### src/rtl/clock_display_scan_if.sv
// Signal bundle between the clock counter and the multiplexed seven-segment scanner.
// The master drives the time fields; the slave (scanner) drives segments and anodes.
interface clock_display_scan_if;
  logic [7:0] hours;
  logic [7:0] minutes;
  logic [7:0] seconds;
  logic [1:0] adj_mode;
  logic       chime;
  logic [7:0] seg;
  logic [7:0] an;

  modport master (
    output hours, minutes, seconds, adj_mode, chime,
    input  seg, an
  );

  modport slave (
    input  hours, minutes, seconds, adj_mode, chime,
    output seg, an
  );
endinterface

### src/rtl/clock_display_scan.sv
// Eight-digit HH-MM-SS common-anode scanner with per-frame input snapshots,
// blinking of the field under adjustment and blinking separators during the chime.
module clock_display_scan #(
  parameter int CLK_FREQ = 100_000_000,
  parameter int SCAN_HZ  = 1000,
  parameter int BLINK_HZ = 2
) (
  input  logic                   clk,
  input  logic                   rst,
  clock_display_scan_if.slave    bus
);
  localparam int SCAN_DIV   = CLK_FREQ / SCAN_HZ;
  localparam int BLINK_HALF = CLK_FREQ / (2 * BLINK_HZ);
  localparam int SCAN_W     = $clog2(SCAN_DIV);
  localparam int BLK_W      = $clog2(BLINK_HALF);
  localparam logic [SCAN_W-1:0] SCAN_LAST = SCAN_W'(SCAN_DIV - 1);
  localparam logic [BLK_W-1:0]  BLK_LAST  = BLK_W'(BLINK_HALF - 1);
  localparam logic [6:0]        GLYPH_DASH  = 7'b0111111;
  localparam logic [6:0]        GLYPH_BLANK = 7'b1111111;

  logic [SCAN_W-1:0] scan_cnt_r;
  logic [BLK_W-1:0]  blk_cnt_r;
  logic [2:0]        idx_r;
  logic              blink_on_r;
  logic [7:0]        snap_h_r, snap_m_r, snap_s_r;
  logic [1:0]        snap_mode_r;
  logic              snap_chime_r;
  logic [7:0]        seg_r, an_r;
  logic              scan_tick_s;
  logic              hour_blank_s, min_blank_s, dash_blank_s;
  logic [6:0]        glyph_s;
  logic              blank_s;

  function automatic logic [6:0] glyph(input logic [3:0] d);
    case (d)
      4'd0:    return 7'b1000000;
      4'd1:    return 7'b1111001;
      4'd2:    return 7'b0100100;
      4'd3:    return 7'b0110000;
      4'd4:    return 7'b0011001;
      4'd5:    return 7'b0010010;
      4'd6:    return 7'b0000010;
      4'd7:    return 7'b1111000;
      4'd8:    return 7'b0000000;
      4'd9:    return 7'b0010000;
      default: return GLYPH_BLANK;
    endcase
  endfunction

  // Values of 100 and above cannot be shown as two decimal digits, so they render as dashes.
  function automatic logic [6:0] field_glyph(input logic [7:0] v, input logic tens);
    logic [3:0] q;
    logic [3:0] r;
    q = 4'(v / 8'd10);
    r = 4'(v % 8'd10);
    if (v >= 8'd100) begin
      return GLYPH_DASH;
    end else if (tens) begin
      return glyph(q);
    end else begin
      return glyph(r);
    end
  endfunction

  assign scan_tick_s = (scan_cnt_r == SCAN_LAST);

  // Digit prescaler and scan index, counting down from the leftmost digit.
  always_ff @(posedge clk) begin
    if (rst) begin
      scan_cnt_r <= '0;
      idx_r      <= 3'd7;
    end else if (scan_tick_s) begin
      scan_cnt_r <= '0;
      idx_r      <= idx_r - 3'd1;
    end else begin
      scan_cnt_r <= scan_cnt_r + {{(SCAN_W-1){1'b0}}, 1'b1};
    end
  end

  // Free-running blink phase, deliberately not aligned to the frame.
  always_ff @(posedge clk) begin
    if (rst) begin
      blk_cnt_r  <= '0;
      blink_on_r <= 1'b1;
    end else if (blk_cnt_r == BLK_LAST) begin
      blk_cnt_r  <= '0;
      blink_on_r <= ~blink_on_r;
    end else begin
      blk_cnt_r  <= blk_cnt_r + {{(BLK_W-1){1'b0}}, 1'b1};
    end
  end

  // Sample all inputs once per frame so a frame never mixes old and new time.
  always_ff @(posedge clk) begin
    if (rst) begin
      snap_h_r     <= 8'd0;
      snap_m_r     <= 8'd0;
      snap_s_r     <= 8'd0;
      snap_mode_r  <= 2'd0;
      snap_chime_r <= 1'b0;
    end else if (scan_tick_s && (idx_r == 3'd0)) begin
      snap_h_r     <= bus.hours;
      snap_m_r     <= bus.minutes;
      snap_s_r     <= bus.seconds;
      snap_mode_r  <= bus.adj_mode;
      snap_chime_r <= bus.chime;
    end else begin
      snap_h_r     <= snap_h_r;
      snap_m_r     <= snap_m_r;
      snap_s_r     <= snap_s_r;
      snap_mode_r  <= snap_mode_r;
      snap_chime_r <= snap_chime_r;
    end
  end

  assign hour_blank_s = (snap_mode_r == 2'd1) && !blink_on_r;
  assign min_blank_s  = (snap_mode_r == 2'd2) && !blink_on_r;
  assign dash_blank_s = snap_chime_r && !blink_on_r;

  // Glyph and blanking for the digit currently selected by the scan index.
  always_comb begin
    glyph_s = GLYPH_BLANK;
    blank_s = 1'b0;
    case (idx_r)
      3'd7: begin glyph_s = field_glyph(snap_h_r, 1'b1); blank_s = hour_blank_s; end
      3'd6: begin glyph_s = field_glyph(snap_h_r, 1'b0); blank_s = hour_blank_s; end
      3'd5: begin glyph_s = GLYPH_DASH;                  blank_s = dash_blank_s; end
      3'd4: begin glyph_s = field_glyph(snap_m_r, 1'b1); blank_s = min_blank_s;  end
      3'd3: begin glyph_s = field_glyph(snap_m_r, 1'b0); blank_s = min_blank_s;  end
      3'd2: begin glyph_s = GLYPH_DASH;                  blank_s = dash_blank_s; end
      3'd1: begin glyph_s = field_glyph(snap_s_r, 1'b1); blank_s = 1'b0;         end
      3'd0: begin glyph_s = field_glyph(snap_s_r, 1'b0); blank_s = 1'b0;         end
      default: begin glyph_s = GLYPH_BLANK;              blank_s = 1'b1;         end
    endcase
  end

  // Segments and anode update together so no digit ever shows a neighbour's pattern.
  always_ff @(posedge clk) begin
    if (rst) begin
      seg_r <= 8'hFF;
      an_r  <= 8'hFF;
    end else begin
      seg_r <= blank_s ? 8'hFF : {1'b1, glyph_s};
      an_r  <= ~(8'd1 << idx_r);
    end
  end

  assign bus.seg = seg_r;
  assign bus.an  = an_r;
endmodule

### src/flat_wrapper.sv
// flat-port wrapper written by rule: the top's interface ports become plain ports
module clock_display_scan_flat 
#(
  parameter int CLK_FREQ = 100_000_000,
  parameter int SCAN_HZ  = 1000,
  parameter int BLINK_HZ = 2
)
  (clk, rst, bus_hours, bus_minutes, bus_seconds, bus_adj_mode, bus_chime, bus_seg, bus_an);
  clock_display_scan_if bus_i ();
  input  logic clk;
  input  logic rst;
  input wire logic [$bits(bus_i.hours)-1:0] bus_hours;
  input wire logic [$bits(bus_i.minutes)-1:0] bus_minutes;
  input wire logic [$bits(bus_i.seconds)-1:0] bus_seconds;
  input wire logic [$bits(bus_i.adj_mode)-1:0] bus_adj_mode;
  input wire logic [$bits(bus_i.chime)-1:0] bus_chime;
  output wire logic [$bits(bus_i.seg)-1:0] bus_seg;
  output wire logic [$bits(bus_i.an)-1:0] bus_an;
  assign bus_i.hours = bus_hours;
  assign bus_i.minutes = bus_minutes;
  assign bus_i.seconds = bus_seconds;
  assign bus_i.adj_mode = bus_adj_mode;
  assign bus_i.chime = bus_chime;
  assign bus_seg = bus_i.seg;
  assign bus_an = bus_i.an;
  clock_display_scan #(.CLK_FREQ(CLK_FREQ), .SCAN_HZ(SCAN_HZ), .BLINK_HZ(BLINK_HZ)) u_core (.clk(clk), .rst(rst), .bus(bus_i));
endmodule
### config.mk
export PLATFORM = sky130hd
export DESIGN_NAME = clock_display_scan_flat
export DESIGN_NICKNAME = d
export VERILOG_FILES = /design/src/rtl/clock_display_scan_if.sv /design/src/rtl/clock_display_scan.sv /design/src/flat_wrapper.sv
export SDC_FILE = /design/constraint.sdc
export NUM_CORES = 1
export LEC_CHECK = 0
export ABC_AREA = 1
export CORE_MARGIN = 2
export CORE_UTILIZATION = 60
export DETAILED_ROUTE_END_ITERATION = 12
export PLACE_DENSITY = 0.81
export SYNTH_ARGS = -nofsm -noshare
export SYNTH_HDL_FRONTEND = slang
export SYNTH_SLANG_ARGS = --single-unit
### constraint.sdc
create_clock -name clk -period 4.95 [get_ports clk]
set_input_delay 1.485 -clock clk [delete_from_list [all_inputs] [get_ports clk]]
set_output_delay 1.485 -clock clk [all_outputs]
set_load 0.005 [all_outputs]
==> results.sh, run 1 <==
export IMPL_outcome="finished, final reports clean"
export IMPL_slew_violations=0
export IMPL_worstSetupPathType="flip-flop to flip-flop"
export IMPL_ctsHoldBuffers=0
export IMPL_cap_violations=0
export IMPL_min_path_type="flip-flop to flip-flop"
export IMPL_setup_tns_ps=0
export IMPL_crit_buf_inv=4
export IMPL_syn_instance_count=940
export IMPL_worst_path_largest_cell_delay_ps=350
export IMPL_syn_area_per_cell_um2=6.622
export IMPL_grt_pass1_wl_mm=22.04
export IMPL_yosysMostFrequentCell="nand2_1"
export IMPL_synthArstFlopShare_pct=0
export IMPL_yosysWarnings=0
export IMPL_fin_cells=1116
export IMPL_die_w_um=105.9
export IMPL_critPathMaxFanout=10
export IMPL_synthFlopType="dfxtp_1"
export IMPL_core_um2=10180
export IMPL_drc_errors=0
export IMPL_cellPowerDensity_nw_per_um2=179.8
export IMPL_grt_max_degree=42
export IMPL_cts_resized=0
export IMPL_dr_wl_met3_um=508
export IMPL_die_area_um2=11210
export IMPL_clock_sinks=88
export IMPL_start_util_pct=61.12
export IMPL_syn_nets=1007
export IMPL_clkTransAtPathRegs_ps=90
export IMPL_dp_cells=1103
export IMPL_synth_edf_count=0
export IMPL_cp_slowest_cell="dfxtp_1"
export IMPL_layout_worst_path_cycle_share_pct=73.55
export IMPL_synth_seq_cells=88
export IMPL_slew_headroom_pct=35.40
export IMPL_cp_arrival_ps=3880
export IMPL_hold_depth=1
export IMPL_track_usage_pct=23.51
export IMPL_required_ps=5190
export IMPL_wl_per_cell_um=11.30
export IMPL_ant_nets=0
export IMPL_fin_skew_ps=12.96
export IMPL_dr_pass1_iters=5
export IMPL_dr_wl_met2_mm=5.749
export IMPL_vdd_drop_max_uv=161.1
export IMPL_vias=5815
export IMPL_hp_start="u_core.blk_cnt_r[0]"
export IMPL_die_h_um=105.9
export IMPL_yosysTopAreaCell="dfxtp_1"
export IMPL_crit_start="u_core.snap_s_r[6]"
export IMPL_area_growth_pct=11.30
export IMPL_fillerInstances=935
export IMPL_clk_path_buf_depth=2
export IMPL_rows=37
export IMPL_routed_wirelength_mm=12.61
export IMPL_rr_worst_depth=28
export IMPL_m1WireLength_mm=6.053
export IMPL_netlist_area_um2=6225
export IMPL_routed_via_density=5.211
export IMPL_h_tree_depth=3
export IMPL_r2r_start="u_core.snap_s_r[6]"
export IMPL_setup_viol=0
export IMPL_power_leakage_uw=0.003285
export IMPL_synth_top_cells_by_count="211 x nand2_1, 121 x inv_1, 88 x dfxtp_1"
export IMPL_drive_above_1_share_pct=11.43
export IMPL_port_buffers=43
export IMPL_nNetsFinal=1045
export IMPL_drt_initial_drc_count=249
export IMPL_globalplace_congestion=0.9025
export IMPL_ys_seq_area_share_pct=28.30
export IMPL_rsz0062_at_grt="no"
export IMPL_crit_family="simple AND/OR/NAND/NOR gates"
export IMPL_path_depth=28
export IMPL_dr_max_layer_used="met4"
export IMPL_io_pins=45
export IMPL_cts_buffers=9
export IMPL_antenna_found_initial=0
export IMPL_overflow=0
export IMPL_tightest_slew_ps=964.5
export IMPL_dp_hpwl_mm=9.780
export IMPL_grt_pass1_vias=5241
export IMPL_synth_top_cells_by_area="dfxtp_1 28%, nand2_1 13%, ha_1 7.6%"
export IMPL_cts_root_buffer="clkbuf_8"
export IMPL_final_min_clock_period_ps=3641
export IMPL_cts_setup_buffers=0
export IMPL_hold_viol=0
export IMPL_yosys_area_top_type_share_pct=28.30
export IMPL_cp_end_kind="flip-flop"
export IMPL_synth_distinct_cells=44
export IMPL_antenna_cells=0
export IMPL_cts_tree="done"
export IMPL_setup_worst_path_start_class="flip-flop"
export IMPL_fmaxAchievable_mhz=274.7
export IMPL_worst_skew_pair_late_latency_ps=370
-- path summary, 6_finish.rpt --
kind,slack [ps],end
setup reg to reg,1310,u_core.bus.seg[3]
setup / recovery,1310,u_core.bus.seg[3]
hold reg to reg,450,u_core.blk_cnt_r[0]
hold / removal,450,u_core.blk_cnt_r[0]
-- cells by family (layout without fill, tap and decap cells) --
| group | count (synthesis) | after routing | share of synthesized area [%] |
|---|---|---|---|
| other | 1 | 1 | 0.06024 |
| xor gates and xnor gates | 12 | 12 | 1.930 |
| DFF | 88 | 88 | 28.30 |
| and+or+nand+nor | 484 | 484 | 38.71 |
| AOI/OAI and AO/OA | 157 | 157 | 13.41 |
| adders and majority gates | 38 | 38 | 7.638 |
| buffers and inverters | 160 | 200 | 9.950 |
-- cells in the final DEF (no fill, tap or decap), drive strengths merged, types with 2 or more instances in the layout --
| cell | synthesis | final |
|---|---|---|
| a21oi | 79 | 79 |
| a31oi | 4 | 4 |
| buf | 6 | 2 |
| clkbuf | 12 | 10 |
| clkdlybuf4s50 | 0 | 43 |
| clkinv | 2 | 3 |
| dfxtp | 88 | 88 |
| ha | 38 | 38 |
| inv | 140 | 140 |
| nand2 | 263 | 263 |
| nand3 | 98 | 98 |
| nand3b | 7 | 7 |
| nand4 | 22 | 22 |
| nor2 | 55 | 55 |
| nor3 | 22 | 22 |
| nor3b | 2 | 2 |
| nor4 | 6 | 6 |
| o211ai | 3 | 3 |
| o21ai | 66 | 66 |
| or2 | 6 | 6 |
| xor2 | 11 | 11 |
-- flip-flops by register name (all words and copies together) (netlist names) --
signal               flops
u_core.blk_cnt_r        25
u_core.scan_cnt_r       17
u_core.bus.an            8
u_core.snap_h_r          8
u_core.snap_m_r          8
u_core.snap_s_r          8
u_core.bus.seg           7
u_core.idx_r             3
u_core.snap_mode_r       2
u_core.blink_on_r        1
u_core.snap_chime_r      1
-- routing by layer --
metal,up-vias,track usage (%)
li1,3137,-
met1,2544,30.62
met2,107,38.85
met3,27,3.958
met4,0,9.211
met5,-,0
-- worst reg2reg max path, delay by kind of cell (launching register included) --
kind	cells	cell delay [ps]
adder cells (fa/ha/maj)	2	460
AO/OA/AOI/OAI	4	560
AND/OR/NAND/NOR	18	1850
buffers and inverters	4	270
flip-flops	1	350
-- through the flow --
step | setup slack (ps) | instance area (um^2) | total power [uW] | hold WS, ps | util (%)
2_1_floorplan | 1727 | 6225 | 756.9 | 417.5 | -
3_3_place_gp | 1484 | 6754 | 789.5 | 430.9 | 66.31
3_5_place_dp | 1400 | 6754 | 790.4 | 439.2 | 66.31
4_1_cts | 1382 | 6928 | 1258 | 452.6 | 68.02
5_1_grt | 1023 | 6928 | 1292 | 474.6 | 68.02
6_report | 1309 | 6928 | 1246 | 448.1 | 68.02
-- layout make-up --
class                      instances  area, um^2  area share [%]
multi-input combinational        692        3844           55.48
clock inverter                     3       46.29          0.6682
inverter                         142       533.0           7.694
tap                              136       170.2           2.456
timing repair buffer              45       445.4           6.429
sequential                        88        1762           25.43
clock buffer                      10       127.6           1.842
-- report_power, final --
part           switching, uW  total, uW  internal, uW
sequential              3.32        718           714
combinational           23.4       55.6          32.2
clock                    247        473           226
Note: power is estimated with default switching activity, not from simulation.
==> run 2: changes to the inputs <==
==> constraint.sdc (replaced) <==
create_clock -name clk -period 3.45 [get_ports clk]
set_input_delay 1.035 -clock clk [delete_from_list [all_inputs] [get_ports clk]]
set_output_delay 1.035 -clock clk [all_outputs]
set_load 0.005 [all_outputs]
==> results.sh, run 2 (synthesis gave the netlist of run 1 again) <==
export IMPL_cap_violations=0
export IMPL_worstSetupPathType="flip-flop to flip-flop"
export IMPL_die_area_um2=11210
export IMPL_wl_per_cell_um=12.04
export IMPL_biggestRegsByFlops="u_core.blk_cnt_r x25, u_core.scan_cnt_r x17"
export IMPL_final_min_clock_period_ps=3268
export IMPL_ctsHoldBuffers=0
export IMPL_outcome="finished, final reports clean"
export IMPL_drc_errors=0
export IMPL_track_usage_pct=24.41
export IMPL_power_uw=1777
export IMPL_holdWs_ps=448.5
export IMPL_core_um2=10180
export IMPL_cts_buffers=9
export IMPL_hold_viol=0
export IMPL_grt_pass1_wl_mm=22.80
export IMPL_cellPowerDensity_nw_per_um2=246.0
export IMPL_fmaxAchievable_mhz=306.0
export IMPL_final_common_cell="nand2_1"
export IMPL_die_h_um=105.9
export IMPL_cts_tree="done"
export IMPL_io_pins=45
export IMPL_final_cell_mix="203 x nand2_1, 116 x inv_1, 80 x dfxtp_1"
export IMPL_grt_pass1_vias=5384
export IMPL_start_util_pct=61.12
export IMPL_antenna_cells=0
export IMPL_rows=37
export IMPL_port_buffers=43
export IMPL_post_place_ws_ps=55.03
export IMPL_overflow=0
export IMPL_drt_initial_drc_count=345
export IMPL_antenna_found_initial=0
export IMPL_timing_final_ws_setup_ps=181.8
export IMPL_clock_sinks=88
export IMPL_setup_worst_path_start_class="flip-flop"
export IMPL_area_growth_pct=16.02
export IMPL_ant_nets=0
export IMPL_nNetsFinal=1063
export IMPL_drive_above_1_share_pct=16.50
export IMPL_tightest_slew_ps=962.8
export IMPL_layout_worst_path_cycle_share_pct=94.73
export IMPL_grt_max_degree=33
export IMPL_clkTransAtPathRegs_ps=90
export IMPL_cp_arrival_ps=3530
export IMPL_dp_hpwl_mm=9.969
export IMPL_worst_skew_pair_late_latency_ps=380
export IMPL_vias=6027
export IMPL_fin_skew_ps=12.56
export IMPL_dr_pass1_iters=4
export IMPL_largest_register_ffs=25
export IMPL_cp_end_kind="flip-flop"
export IMPL_slew_headroom_pct=35.51
export IMPL_globalplace_congestion=0.8583
export IMPL_setup_viol=0
export IMPL_stdcell_area_um2=7222
export IMPL_h_tree_depth=3
export IMPL_die_w_um=105.9
export IMPL_critPathMaxFanout=5
export IMPL_routed_via_density=5.305
export IMPL_largest_register="u_core.blk_cnt_r"
export IMPL_postPlaceCellArea_um2=6829
export IMPL_min_path_type="flip-flop to flip-flop"
export IMPL_vdd_drop_max_uv=242.4
export IMPL_cts_root_buffer="clkbuf_8"
export IMPL_power_leakage_uw=0.003424
export IMPL_routed_wirelength_mm=13.67
export IMPL_slew_violations=0
export IMPL_clk_path_buf_depth=2
export IMPL_required_ps=3710
-- run 2: power by group --
part | internal (uW) | leakage (uW) | switching (uW)
sequential | 1020 | 0.000718 | 5.18
combinational | 46.8 | 0.00262 | 34.8
clock | 279 | 0.0000818 | 387
-- run 2: layout make-up --
| class | count | area, um^2 |
|---|---|---|
| multi-input cells | 692 | 3986 |
| fillers | 903 | 2963 |
| flip-flops and latches | 88 | 1777 |
| repair buffers | 63 | 580.6 |
| inverters | 142 | 538.0 |
| well taps | 136 | 170.2 |
| clock buffers | 11 | 141.4 |
| clock inverters | 4 | 28.78 |
-- run 2: per-stage QoR --
| step | std cells | TNS, ps | util, % |
|---|---|---|---|
| floorplan | 940 | 0 | - |
| global placement | 1113 | 0 | 67.05 |
| detailed placement | 1113 | 0 | 67.05 |
| CTS | 1128 | 0 | 68.72 |
| global route | 1136 | -236.9 | 70.91 |
| finish | 1136 | 0 | 70.91 |
-- run 2: per-layer routing --
metal / up-vias / GRT usage, % / wire length (um)
li1: 3182 / - / -
met1: 2712 / 31.41 / 6421
met2: 114 / 41.01 / 6529
met3: 19 / 3.711 / 467
met4: 0 / 9.680 / 256
met5: - / 0 / 0
-- run 2: timing repair --
item | 4_1_cts | 5_1_grt
gates resized for setup | 0 | 50
buffers inserted | 0 | 8
setup endpoints to repair | 0 | 7
-- run 2: worst max-delay path, stage by stage (launching register included) --
cell      delay (ps)
dfxtp_2          370
inv_4             50
ha_4             210
o21ai_4          150
inv_2             60
nand2_4          100
nand2_4           80
nand2_4           80
nand3_4           80
nand2_4          110
nand4_1          180
buf_4            200
nand4_1           70
nand2_1           70
nand2_2          100
nand2_4           70
nor2_8            90
nand2_4           70
buf_4            150
nand2_2           70
nand2_2           80
ha_1             260
nand3b_1         180
nand3_1           90
nand2_1           50
nand2_1           50
nand4_1           90
-- run 2: path summary, 6_finish.rpt --
kind | startpoint | endpoint | cells past startpoint | slack (ps)
min reg2reg | u_core.scan_cnt_r[0] | u_core.scan_cnt_r[0] | 1 | 450
min | u_core.scan_cnt_r[0] | u_core.scan_cnt_r[0] | 1 | 450
max | u_core.snap_s_r[6] | u_core.bus.seg[3] | 26 | 180
max reg2reg | u_core.snap_s_r[6] | u_core.bus.seg[3] | 26 | 180
